===== src/rtl/ctr_stream_packer.sv =====
// Packs the 4-bit iteration-count stream two pixels per byte, tags line/frame
// boundaries and buffers the bytes in a small FIFO behind a valid/ready port.
module ctr_stream_packer #(
  parameter int FIFO_DEPTH = 8,
  parameter int WIDTH      = 640,
  parameter int HEIGHT     = 480
) (
  input  logic                          clk,
  input  logic                          rst_n,
  input  logic                          clear,
  input  logic                          new_ctr,
  input  logic [3:0]                    ctr_in,
  output logic [7:0]                    out_data,
  output logic                          out_valid,
  input  logic                          out_ready,
  output logic                          out_sof,
  output logic                          out_eol,
  output logic                          frame_done,
  output logic                          overflow,
  output logic [$clog2(FIFO_DEPTH):0]   level
);

  localparam int AW = $clog2(FIFO_DEPTH);
  localparam int LW = AW + 1;
  localparam int XW = (WIDTH > 1) ? $clog2(WIDTH) : 1;
  localparam int YW = (HEIGHT > 1) ? $clog2(HEIGHT) : 1;
  localparam logic [XW-1:0] X_LAST = XW'(WIDTH - 1);
  localparam logic [YW-1:0] Y_LAST = YW'(HEIGHT - 1);
  localparam logic [LW-1:0] L_FULL = LW'(FIFO_DEPTH);

  logic [XW-1:0] x_q, x_d;
  logic [YW-1:0] y_q, y_d;
  logic [3:0]    nib_q, nib_d;
  logic [AW-1:0] wr_ptr_q, wr_ptr_d, rd_ptr_q, rd_ptr_d;
  logic [LW-1:0] level_q, level_d;
  logic          overflow_q, overflow_d;
  logic          frame_done_q, frame_done_d;

  // Entry layout: {eol, sof, data[7:0]}
  logic [9:0]    mem [FIFO_DEPTH];
  logic [9:0]    head;
  logic [9:0]    wr_entry;
  logic          pix, push, pop, full, push_ok, last_x, last_y, not_empty;

  always_comb begin
    not_empty = (level_q != '0);
    pix       = new_ctr & ~clear;
    last_x    = (x_q == X_LAST);
    last_y    = (y_q == Y_LAST);
    full      = (level_q == L_FULL);
    pop       = not_empty & out_ready;
    push      = pix & x_q[0];
    // A full FIFO can still take the byte when the head leaves this cycle.
    push_ok   = push & (~full | pop);
    wr_entry  = {last_x, (x_q == XW'(1)) && (y_q == '0), ctr_in, nib_q};

    x_d          = x_q;
    y_d          = y_q;
    nib_d        = nib_q;
    wr_ptr_d     = wr_ptr_q;
    rd_ptr_d     = rd_ptr_q;
    level_d      = level_q;
    overflow_d   = overflow_q;
    frame_done_d = 1'b0;

    if (clear) begin
      x_d        = '0;
      y_d        = '0;
      nib_d      = '0;
      wr_ptr_d   = '0;
      rd_ptr_d   = '0;
      level_d    = '0;
      overflow_d = 1'b0;
    end else begin
      if (pix) begin
        if (!x_q[0]) nib_d = ctr_in;
        if (last_x) begin
          x_d = '0;
          y_d = last_y ? '0 : y_q + YW'(1);
        end else begin
          x_d = x_q + XW'(1);
        end
      end
      frame_done_d = pix & last_x & last_y;
      if (push_ok) wr_ptr_d = wr_ptr_q + AW'(1);
      if (pop)     rd_ptr_d = rd_ptr_q + AW'(1);
      level_d = level_q + LW'(push_ok) - LW'(pop);
      if (push & ~push_ok) overflow_d = 1'b1;
    end
  end

  always_ff @(posedge clk or negedge rst_n) begin
    if (!rst_n) begin
      x_q          <= '0;
      y_q          <= '0;
      nib_q        <= '0;
      wr_ptr_q     <= '0;
      rd_ptr_q     <= '0;
      level_q      <= '0;
      overflow_q   <= 1'b0;
      frame_done_q <= 1'b0;
    end else begin
      x_q          <= x_d;
      y_q          <= y_d;
      nib_q        <= nib_d;
      wr_ptr_q     <= wr_ptr_d;
      rd_ptr_q     <= rd_ptr_d;
      level_q      <= level_d;
      overflow_q   <= overflow_d;
      frame_done_q <= frame_done_d;
    end
  end

  always_ff @(posedge clk) begin
    if (push_ok) mem[wr_ptr_q] <= wr_entry;
  end

  // Storage is not reset, so the head is masked while empty to keep outputs at zero.
  assign head       = mem[rd_ptr_q];
  assign out_valid  = not_empty;
  assign out_data   = not_empty ? head[7:0] : 8'h00;
  assign out_sof    = not_empty & head[8];
  assign out_eol    = not_empty & head[9];
  assign level      = level_q;
  assign overflow   = overflow_q;
  assign frame_done = frame_done_q;

endmodule


===== config.mk =====
export PLATFORM = sky130hd
export DESIGN_NAME = ctr_stream_packer
export DESIGN_NICKNAME = d
export VERILOG_FILES = /design/src/rtl/ctr_stream_packer.sv
export SDC_FILE = /design/constraint.sdc
export NUM_CORES = 1
export LEC_CHECK = 0
export ABC_AREA = 1
export CELL_PAD_IN_SITES_DETAIL_PLACEMENT = 0
export CELL_PAD_IN_SITES_GLOBAL_PLACEMENT = 2
export CORE_ASPECT_RATIO = 0.9
export CORE_MARGIN = 3
export CORE_UTILIZATION = 42
export DETAILED_ROUTE_END_ITERATION = 10
export GPL_TIMING_DRIVEN = 1
export PLACE_DENSITY_LB_ADDON = 0.1
export SYNTH_ARGS = -nofsm -noshare
export SYNTH_HDL_FRONTEND = slang
export SYNTH_SLANG_ARGS = --single-unit

===== constraint.sdc =====
create_clock -name clk -period 3.8 [get_ports clk]
set_input_delay 0.76 -clock clk [delete_from_list [all_inputs] [get_ports clk]]
set_output_delay 0.76 -clock clk [all_outputs]
set_load 0.01 [all_outputs]

==> results of run 1 <==
-- through the flow --
step / util, % / instance area (um^2) / cells / hold slack (ns)
3_5_place_dp: 47.1 / 5730 / 694 / 0.484
6_report: 51.9 / 6320 / 726 / 0.468
4_1_cts: 51.9 / 6320 / 726 / 0.495
3_3_place_gp: 47.1 / 5730 / 694 / 0.477
2_1_floorplan: - / 5270 / 514 / 0.464
5_1_grt: 51.9 / 6320 / 726 / 0.523
-- path summary, 6_finish.rpt --
check | from | end | slack [ns]
worst max-delay path | rd_ptr_q[0] | out_data[2] | 0.42
worst min-delay path | rst_n | nib_q[3] | 0.47
worst max register to register | level[2] | level[2] | 0.86
worst min register to register | overflow | overflow | 0.50
max in group asynchronous | rst_n | overflow | 2.77
min in group clk | overflow | overflow | 0.50
-- registers in the layout, indices dropped and copies added (netlist names) --
| signal | flops |
|---|---|
| level | 4 |
| x_q | 10 |
| mem | 80 |
| wr_ptr_q | 3 |
| nib_q | 4 |
| y_q | 9 |
| overflow | 1 |
| rd_ptr_q | 3 |
| frame_done | 1 |
-- cells by family (layout without fill, tap and decap cells) --
group                    count (synthesis)  in the layout
flip-flops                             115            115
adder cells (fa/ha/maj)                 12             12
buffers and inverters                   62            114
XOR/XNOR                                 5              5
AND/OR/NAND/NOR                        234            234
AO/OA/AOI/OAI                           86             86
-- report_power, final --
part | switching [mW] | leakage [nW] | internal (mW)
sequential | 0.0617 | 1.22 | 1.39
clock | 0.565 | 0.285 | 1.03
combinational | 0.519 | 0.998 | 0.372
-- final cells by class --
type / instances / share of cell area, %
sequential: 115 / 51.9
multi-input combinational: 337 / 27.4
clock buffer: 20 / 6.91
timing repair buffer: 41 / 5.78
tap: 160 / 3.17
clock inverter: 12 / 2.45
inverter: 41 / 2.44
-- per-layer routing --
metal	wire length (um)	vias up	track usage [%]
li1	-	1832	-
met1	5560	1766	25.8
met2	6030	71	30.9
met3	473	8	5.34
met4	81	0	5.40
met5	0	-	0
-- critical path, cell delays in order, from the launching register on --
cell	delay, ns
dfrtp_1	0.68
buf_4	0.38
o21ai_0	0.14
o22ai_1	0.16
nor2_1	0.05
nor2_1	0.22
clkdlybuf4s50_1	0.57
-- Yosys cell counts, drive strengths merged --
cell type | count | area share, %
edfxtp | 80 | 46
nor3 | 5 | 0.69
a21oi | 7 | 0.88
nand2 | 70 | 5.7
ha | 11 | 2.6
o211ai | 10 | 1.4
nor3b | 2 | 0.29
xor2 | 5 | 0.83
o22ai | 11 | 1.3
nor2 | 114 | 8.6
buf | 10 | 1.2
nor4 | 1 | 0.12
inv | 41 | 2.9
dfrtp | 35 | 17
nand4 | 4 | 0.76
clkbuf | 11 | 0.78
nand3 | 38 | 3.7
fa | 1 | 0.38
o21ai | 57 | 5.4
a211oi | 1 | 0.14
-- cell usage in the layout (no fill, tap or decap), types with 2 or more instances in the layout --
cell type,netlist,layout
nor2_1,110,110
dfrtp_1,35,35
nor3b_1,2,2
a21oi_1,6,6
edfxtp_1,80,80
nor2_4,3,3
inv_1,37,37
nand2_1,57,57
nor3_1,4,4
nand3_1,37,37
clkbuf_16,0,17
o22ai_1,11,11
inv_2,4,4
nand2_2,12,12
buf_4,1,16
clkdlybuf4s50_1,0,24
clkinv_2,0,3
ha_1,11,11
bufinv_16,0,3
inv_6,0,3
o211ai_1,10,10
xor2_1,5,5
nand4_1,3,3
clkinvlp_4,0,2
clkbuf_1,11,3
o21ai_0,56,56
==> flow_summary_export.csv, run 1 <==
group,metric,value,unit
timing,max_freq,296,MHz
global_route,grt_overflow,0,
logic_synthesis,synth_compound_area_share,9.17,%
global_route,grt_usage,19.3,%
logic_synthesis,synth_xor_area_share,0.832,%
pwr,powerDensity,623,mW/mm^2
layout,synthToLayoutAreaGrowth,20.0,%
timing,maxSlewHeadroom,41.2,%
clock_network,cts.clk_slew.worst_paths,0.05,ns
floorplan,rows,38,
placement,gp_congestion,0.805,
clock_network,htree_levels,4,
critical_path,end_kind,"primary output",
placement,port_buffers,25,
timing,hold_viol,0,
floorplan,start_util,43.3,%
logic_synthesis,syn_avg_cell_area,10.2,um^2
clock_network,ctsHoldBuffers,0,
logic_synthesis,synth-seq-cells,115,
layout,antenna_cells,0,
global_route,grt_pass1_wl,19900,um
logic_synthesis,synth_top_family_by_area,"simple AND/OR/NAND/NOR gates",
placement,place_ws,0.820,ns
route,dr_total_vias,3677,
critical_path,path_class,"reg -> out",
layout,drive_above_1_share,12.5,%
critical_path,worst_ep_required_time,3.04,ns
timing,maxSlewViolCount,0,
logic_synthesis,synth_cell_types,33,
logic_synthesis,syn_inst,514,
timing,fin_crit_sh,89.0,%
floorplan,die_h,112,um
clock_network,cts_max_path_buffers,2,
clock_network,cts-root-buf,"clkbuf_16",
route,detail_route.wl_per_cell,16.7,um
logic_synthesis,synth_nets,535,
route,drt-total-wl,12200,um
critical_path,worstPathMaxFanout,26,
layout,fill_cells,1131,
route,viasPerCell,5.06,
critical_path,reg2reg_depth,14,
timing,setup_ws,0.417,ns
route,ant_nets,0,
clock_network,tritoncts,"built",
global_route,grt_pass1_vias,3683,
timing,skew,0.00716,ns
pwr,power.leakage,2.50,nW
floorplan,placeableCoreArea,0.0122,mm^2
clock_network,clk-insertion-delay-late,0.41,ns
floorplan,die-area,0.0139,mm^2
route,first_iter_violations,259,
pwr,vdd.ir_drop.worst,0.276,mV
floorplan,num_io_pins,26,
clock_network,numCtsBuffers,17,
logic_synthesis,synth.area.mux_share,0,%
timing,tightest_slew,0.882,ns
clock_network,cts.sinks,115,
route,post-route-drc-count,0,
placement,hpwl,7570,um
logic_synthesis,synth-simple-area-share,19.9,%
logic_synthesis,syn_area,0.00527,mm^2
global_route,antenna_found_initial,0,
pwr,power,3.94,mW
floorplan,die_w,124,um
logic_synthesis,ys_seq_area_share,62.3,%
flow_run,max-cap-violations,0,
clock_network,cts_resized,0,
layout,register_area,0.00328,mm^2
timing,fin_crit,3.38,ns
worst_hold_path,hp-class,"in -> async",
layout,finalNetCount,574,
clock_network,postCtsSetupRepairBufs,0,
timing,rsz0062_at_grt,"no",
critical_path,crit_arrival,2.62,ns
timing,setup_viol,0,
global_route,grt_max_degree,36,
layout,multi_input_area,0.00173,mm^2
critical_path,worstSetupStartpointType,"flop",
route,drt_pass1_iterations,4,
run_status,status,"finished clean",
logic_synthesis,synth_adder_area_share,2.99,%
logic_synthesis,ys_warn_count,0,
timing,tns,0,ns
Power figures use the tool's default switching activity.
==> inputs of run 2 (changes only) <==
--- a/config.mk
+++ b/config.mk
@@ -9,7 +9,7 @@
 export CELL_PAD_IN_SITES_DETAIL_PLACEMENT = 0
 export CELL_PAD_IN_SITES_GLOBAL_PLACEMENT = 2
 export CORE_ASPECT_RATIO = 0.9
-export CORE_MARGIN = 3
+export CORE_MARGIN = 1.5
 export CORE_UTILIZATION = 42
 export DETAILED_ROUTE_END_ITERATION = 10
 export GPL_TIMING_DRIVEN = 1
==> run 2 against run 1 <==
Net effect:
- clock power grew 6%
- combinational power grew 1%
- final cell count shrank 0.28%
- wire length shrank 1.9%
- setup slack gained 0.14 ns
- via count grew 1.6%
- count of clock-buffer cells in the layout shrank 2
- power grew 2.3%
- sequential power is essentially flat
- critical path type unchanged
- utilization grew 0.49 points
- first-iteration DRC count shrank 16%
==> flow_summary_export.csv, run 2 (synthesis results as in run 1) <==
group,metric,value,unit
run_status,status,"finished clean",
floorplan,start_util,43.4,%
timing,tns,0,ns
critical_path,worstSetupStartpointType,"flop",
timing,fin_crit_sh,85.4,%
timing,tightest_slew,1.07,ns
timing,rsz0062_at_grt,"no",
layout,finalNetCount,572,
layout,final_common_cell,"nor2_1",
clock_network,htree_levels,4,
floorplan,num_io_pins,26,
critical_path,worstPathMaxFanout,15,
floorplan,placeableCoreArea,0.0121,mm^2
layout,top_register,"mem",
route,first_iter_violations,217,
critical_path,worst_ep_required_time,3.04,ns
clock_network,cts_max_path_buffers,2,
route,dr_total_vias,3736,
placement,port_buffers,25,
global_route,grt_pass1_wl,19400,um
timing,maxSlewViolCount,0,
critical_path,reg2reg_slack,1.01,ns
clock_network,cts.sinks,115,
floorplan,die_h,109,um
pwr,powerDensity,634,mW/mm^2
placement,dp.cells,692,
floorplan,die_w,121,um
critical_path,reg2reg_to,"level[2]",
clock_network,tritoncts,"built",
placement,hpwl,7530,um
placement,gp_congestion,0.769,
flow_run,max-cap-violations,0,
route,ant_nets,0,
clock_network,postCtsSetupRepairBufs,0,
timing,hold_viol,0,
critical_path,r2r_start,"level[2]",
worst_hold_path,hp-class,"in -> async",
critical_path,reg2reg_depth,14,
route,drt-total-wl,11900,um
timing,skew,0.00339,ns
critical_path,end_kind,"primary output",
clock_network,cts-root-buf,"clkbuf_16",
global_route,grt_pass1_vias,3740,
layout,stdcell_count,724,
global_route,antenna_found_initial,0,
route,viasPerCell,5.16,
route,detail_route.wl_per_cell,16.5,um
critical_path,crit_arrival,2.49,ns
clock_network,ctsHoldBuffers,0,
route,drt_pass1_iterations,4,
clock_network,cts.clk_slew.worst_paths,0.05,ns
critical_path,path_class,"reg -> out",
layout,synthToLayoutAreaGrowth,20.7,%
timing,max_freq,308,MHz
pwr,vdd.ir_drop.worst,0.343,mV
layout,fill_cells,1107,
global_route,grt_usage,20.2,%
timing,setup_viol,0,
layout,final_area,0.00635,mm^2
floorplan,die-area,0.0132,mm^2
route,post-route-drc-count,0,
clock_network,clk-insertion-delay-late,0.41,ns
pwr,power.leakage,2.52,nW
global_route,grt_overflow,0,
layout,reg_top3,"mem x80, x_q x10, y_q x9",
placement,dpl_cell_area,0.00573,mm^2
clock_network,cts_resized,0,
timing,maxSlewHeadroom,27.9,%
timing,fin_crit,3.25,ns
floorplan,rows,38,
layout,largest_register_ffs,80,
clock_network,numCtsBuffers,17,
global_route,grt_max_degree,39,
layout,drive_above_1_share,12.4,%
layout,antenna_cells,0,
layout,final_cell_mix,"nor2_1, edfxtp_1, nand2_1",
[run 2: final cells by class]
class / instances / area (um^2) / share of cell area [%]
tap: 160 / 200 / 3.15
clock buffer: 18 / 429 / 6.75
multi-input combinational: 337 / 1730 / 27.2
clock inverter: 14 / 200 / 3.15
inverter: 41 / 154 / 2.42
timing repair buffer: 39 / 363 / 5.71
sequential: 115 / 3280 / 51.6
[run 2: worst max path at each step]
stage | from | endpoint
final | rd_ptr_q[1] | out_data[1]
after global routing | rd_ptr_q[1] | out_data[1]
after CTS | rd_ptr_q[1] | out_data[6]
after detailed placement | new_ctr | level[2]
after global placement | new_ctr | level[2]
after floorplan | clear | level[2]
[run 2: critical path: stages, from the launching register on]
cell and delay, ns:
dfrtp_1 0.57, inv_1 0.38, o21ai_0 0.16, o22ai_1 0.13, nor2_1 0.05, nor2_1 0.21, clkdlybuf4s50_1 0.56
[run 2: stage by stage]
step                      util (%)  hold WS (ns)  setup WS [ns]  power (mW)
final                         52.4         0.461          0.553        4.03
after global routing          52.4         0.523          0.394        4.24
after CTS                     52.4         0.481          0.505        4.07
after detailed placement      47.2         0.482          0.802        2.37
after global placement        47.2         0.523          0.836        2.37
after floorplan                  -         0.464           1.48        1.97
[run 2: layer usage]
| layer | part of all wire, % | track usage (%) | vias up | wire, um |
|---|---|---|---|---|
| li1 | - | - | 1834 | - |
| met5 | 0 | 0 | - | 0 |
| met1 | 47 | 25.5 | 1835 | 5610 |
| met3 | 3.3 | 5.81 | 15 | 389 |
| met2 | 48 | 33.4 | 52 | 5760 |
| met4 | 1.4 | 7.31 | 0 | 167 |
[run 2: power breakdown]
group | switching (mW) | internal, mW | total (mW)
Clock | 0.585 | 1.10 | 1.69
Sequential | 0.0502 | 1.39 | 1.44
Combinational | 0.523 | 0.380 | 0.903
Total | 1.16 | 2.87 | 4.03
==> patch, RTL diff (flow settings as in run 1) <==
`FIFO_DEPTH`: 8 -> 4.
--- a/src/rtl/ctr_stream_packer.sv
+++ b/src/rtl/ctr_stream_packer.sv
@@ -3,3 +3,3 @@
 module ctr_stream_packer #(
-  parameter int FIFO_DEPTH = 8,
+  parameter int FIFO_DEPTH = 4,
   parameter int WIDTH      = 640,
Interface: changed (resized level); port bits go from 26 to 25. No check against the original RTL was run, so the function may have changed too.
==> patch against run 1 <==
- final area is 35% lower
- routed wire length down 38%
- power shrank 49%
- worst setup slack improved by 0.47 ns
- clock power down 62%
- sequential cell count is 43 lower
- synthesized area is 33% lower
- count of clock-buffer cells in the layout shrank 11
==> patch: results (changes against run 1) <==
Port Buf Inserts: 24 (-4.0%)
GR Util All Layers: 0.173 (-0.0195)
Critical path's top delay family: buffers and inverters
Biggest regs: mem x40, x_q x10, y_q x9
Synth async-reset ratio: 0.444 (+0.140)
Sw Pwr: 605 uW (-47%)
Worst-path maximum fanout: 14 (-46%)
Final wirelength: 7560 microns (-38%)
Leak: 0.00168 uW (-33%)
Share of cells above drive strength 1: 0.100 (-0.0254)
Skew final: 0.00523 ns (-0.00193 ns)
Avg Vias per Cell: 4.94 (-2.5%)
CTS H-tree lvls: 3 (-1)
Clock insertion delay at the later pin of the skew report: 0.35 ns (-0.06 ns)
CTS clk-pin slew, worst paths: 0.08 ns (+0.03 ns)
Synth unique cells: 31 (-6.1%)
Nets: 435 (-24%)
1st-pass router iterations: 4 (unchanged)
EDFF count, synth: 40 (-50%)
Max VDD drop: 0.235 mV (-15%)
CTS root buf: clkbuf_8
Largest net degree at the start of global routing: 33 (-8.3%)
Adder-Cell Fraction of Synth Area: 0.0413 (+0.0114)
Register area share after synthesis: 0.570 (-0.0530)
Post-Synth XOR/XNOR Area: 0.0125 (+0.00414)
Cts bufs inserted: 9 (-8)
Post-cts sizing count: 0 (unchanged)
# diodes: 0 (unchanged)
Max_slew headroom: 0.386 (-0.0261)
First-pass GRT wire length: 12300 microns (-38%)
Arrival @ worst endpoint: 2.15 ns (-0.47 ns)
Global placement routability congestion: 0.794 (-1.4%)
Clock buffer depth: 2 (unchanged)
Net count after synthesis: 401 (-25%)
Vias in the first global route: 2410 (-35%)
DRT iter0 DRCs: 87 (-66%)
Compound-cell area share of the yosys netlist: 0.0780 (-0.0138)
Outcome: finished clean
Crit path largest cell delay: 0.56 ns (-0.12 ns)
Setup bufs post-CTS: 0 (unchanged)
Hold Crit Class: reg -> reg
Area contributors post-synth: edfxtp_1 (34%), dfrtp_1 (23%), nor2_1 (7.7%)
Post-synth top cells: nor2_1 (72), nand2_1 (62), inv_1 (44)
Detailed-placement wirelength estimate: 5250 microns (-31%)
-- patch: per-stage QoR --
step | utilization | worst slack (ns) | area, sq um | std cells
6_report | 0.505 | 0.890 | 4090 | 519
5_1_grt | 0.505 | 0.665 | 4090 | 519
4_1_cts | 0.505 | 0.845 | 4090 | 519
3_5_place_dp | 0.480 | 0.737 | 3890 | 503
3_3_place_gp | 0.480 | 0.766 | 3890 | 503
2_1_floorplan | - | 1.56 | 3510 | 381
-- patch: path summary, 6_finish.rpt --
kind | start | to | slack (ns) | depth (start not counted)
max | rd_ptr_q[0] | out_data[3] | 0.89 | 6
min | x_q[9] | x_q[9] | 0.53 | 2
max reg2reg | level[2] | level[2] | 1.53 | 12
min reg2reg | x_q[9] | x_q[9] | 0.53 | 2
max in group asynchronous | rst_n | nib_q[1] | 2.67 | 2
min in group asynchronous | rst_n | y_q[6] | 0.82 | 2
-- patch: logic make-up (layout without fill, tap and decap cells) --
family | Yosys count | in the layout
XOR/XNOR | 5 | 5
flip-flops | 72 | 72
AND/OR/NAND/NOR | 184 | 184
AO/OA/AOI/OAI | 53 | 53
buffers and inverters | 56 | 95
adder cells (fa/ha/maj) | 11 | 11
-- patch: layer usage --
metal  up-vias  wire length [microns]  global-route usage
met5         -                      0                   0
met4         0                    101              0.0557
met3         8                    194              0.0467
met2        28                   3320               0.245
met1      1212                   3940               0.256
li1       1314                      -                   -
-- patch: layout make-up --
cell class	instances	area [sq um]
clock buffer	9	124
clock inverter	7	80.1
fill	780	4020
inverter	46	173
multi-input combinational	253	1280
sequential	72	2000
tap	99	124
timing repair buffer	33	308
-- patch: power by group through the flow --
stage	clock [uW]	sequential (uW)	combinational [uW]
after global routing	671	899	560
final	612	893	494
after detailed placement	0	910	501
after CTS	635	893	504
after global placement	0	909	502
after floorplan	0	902	273
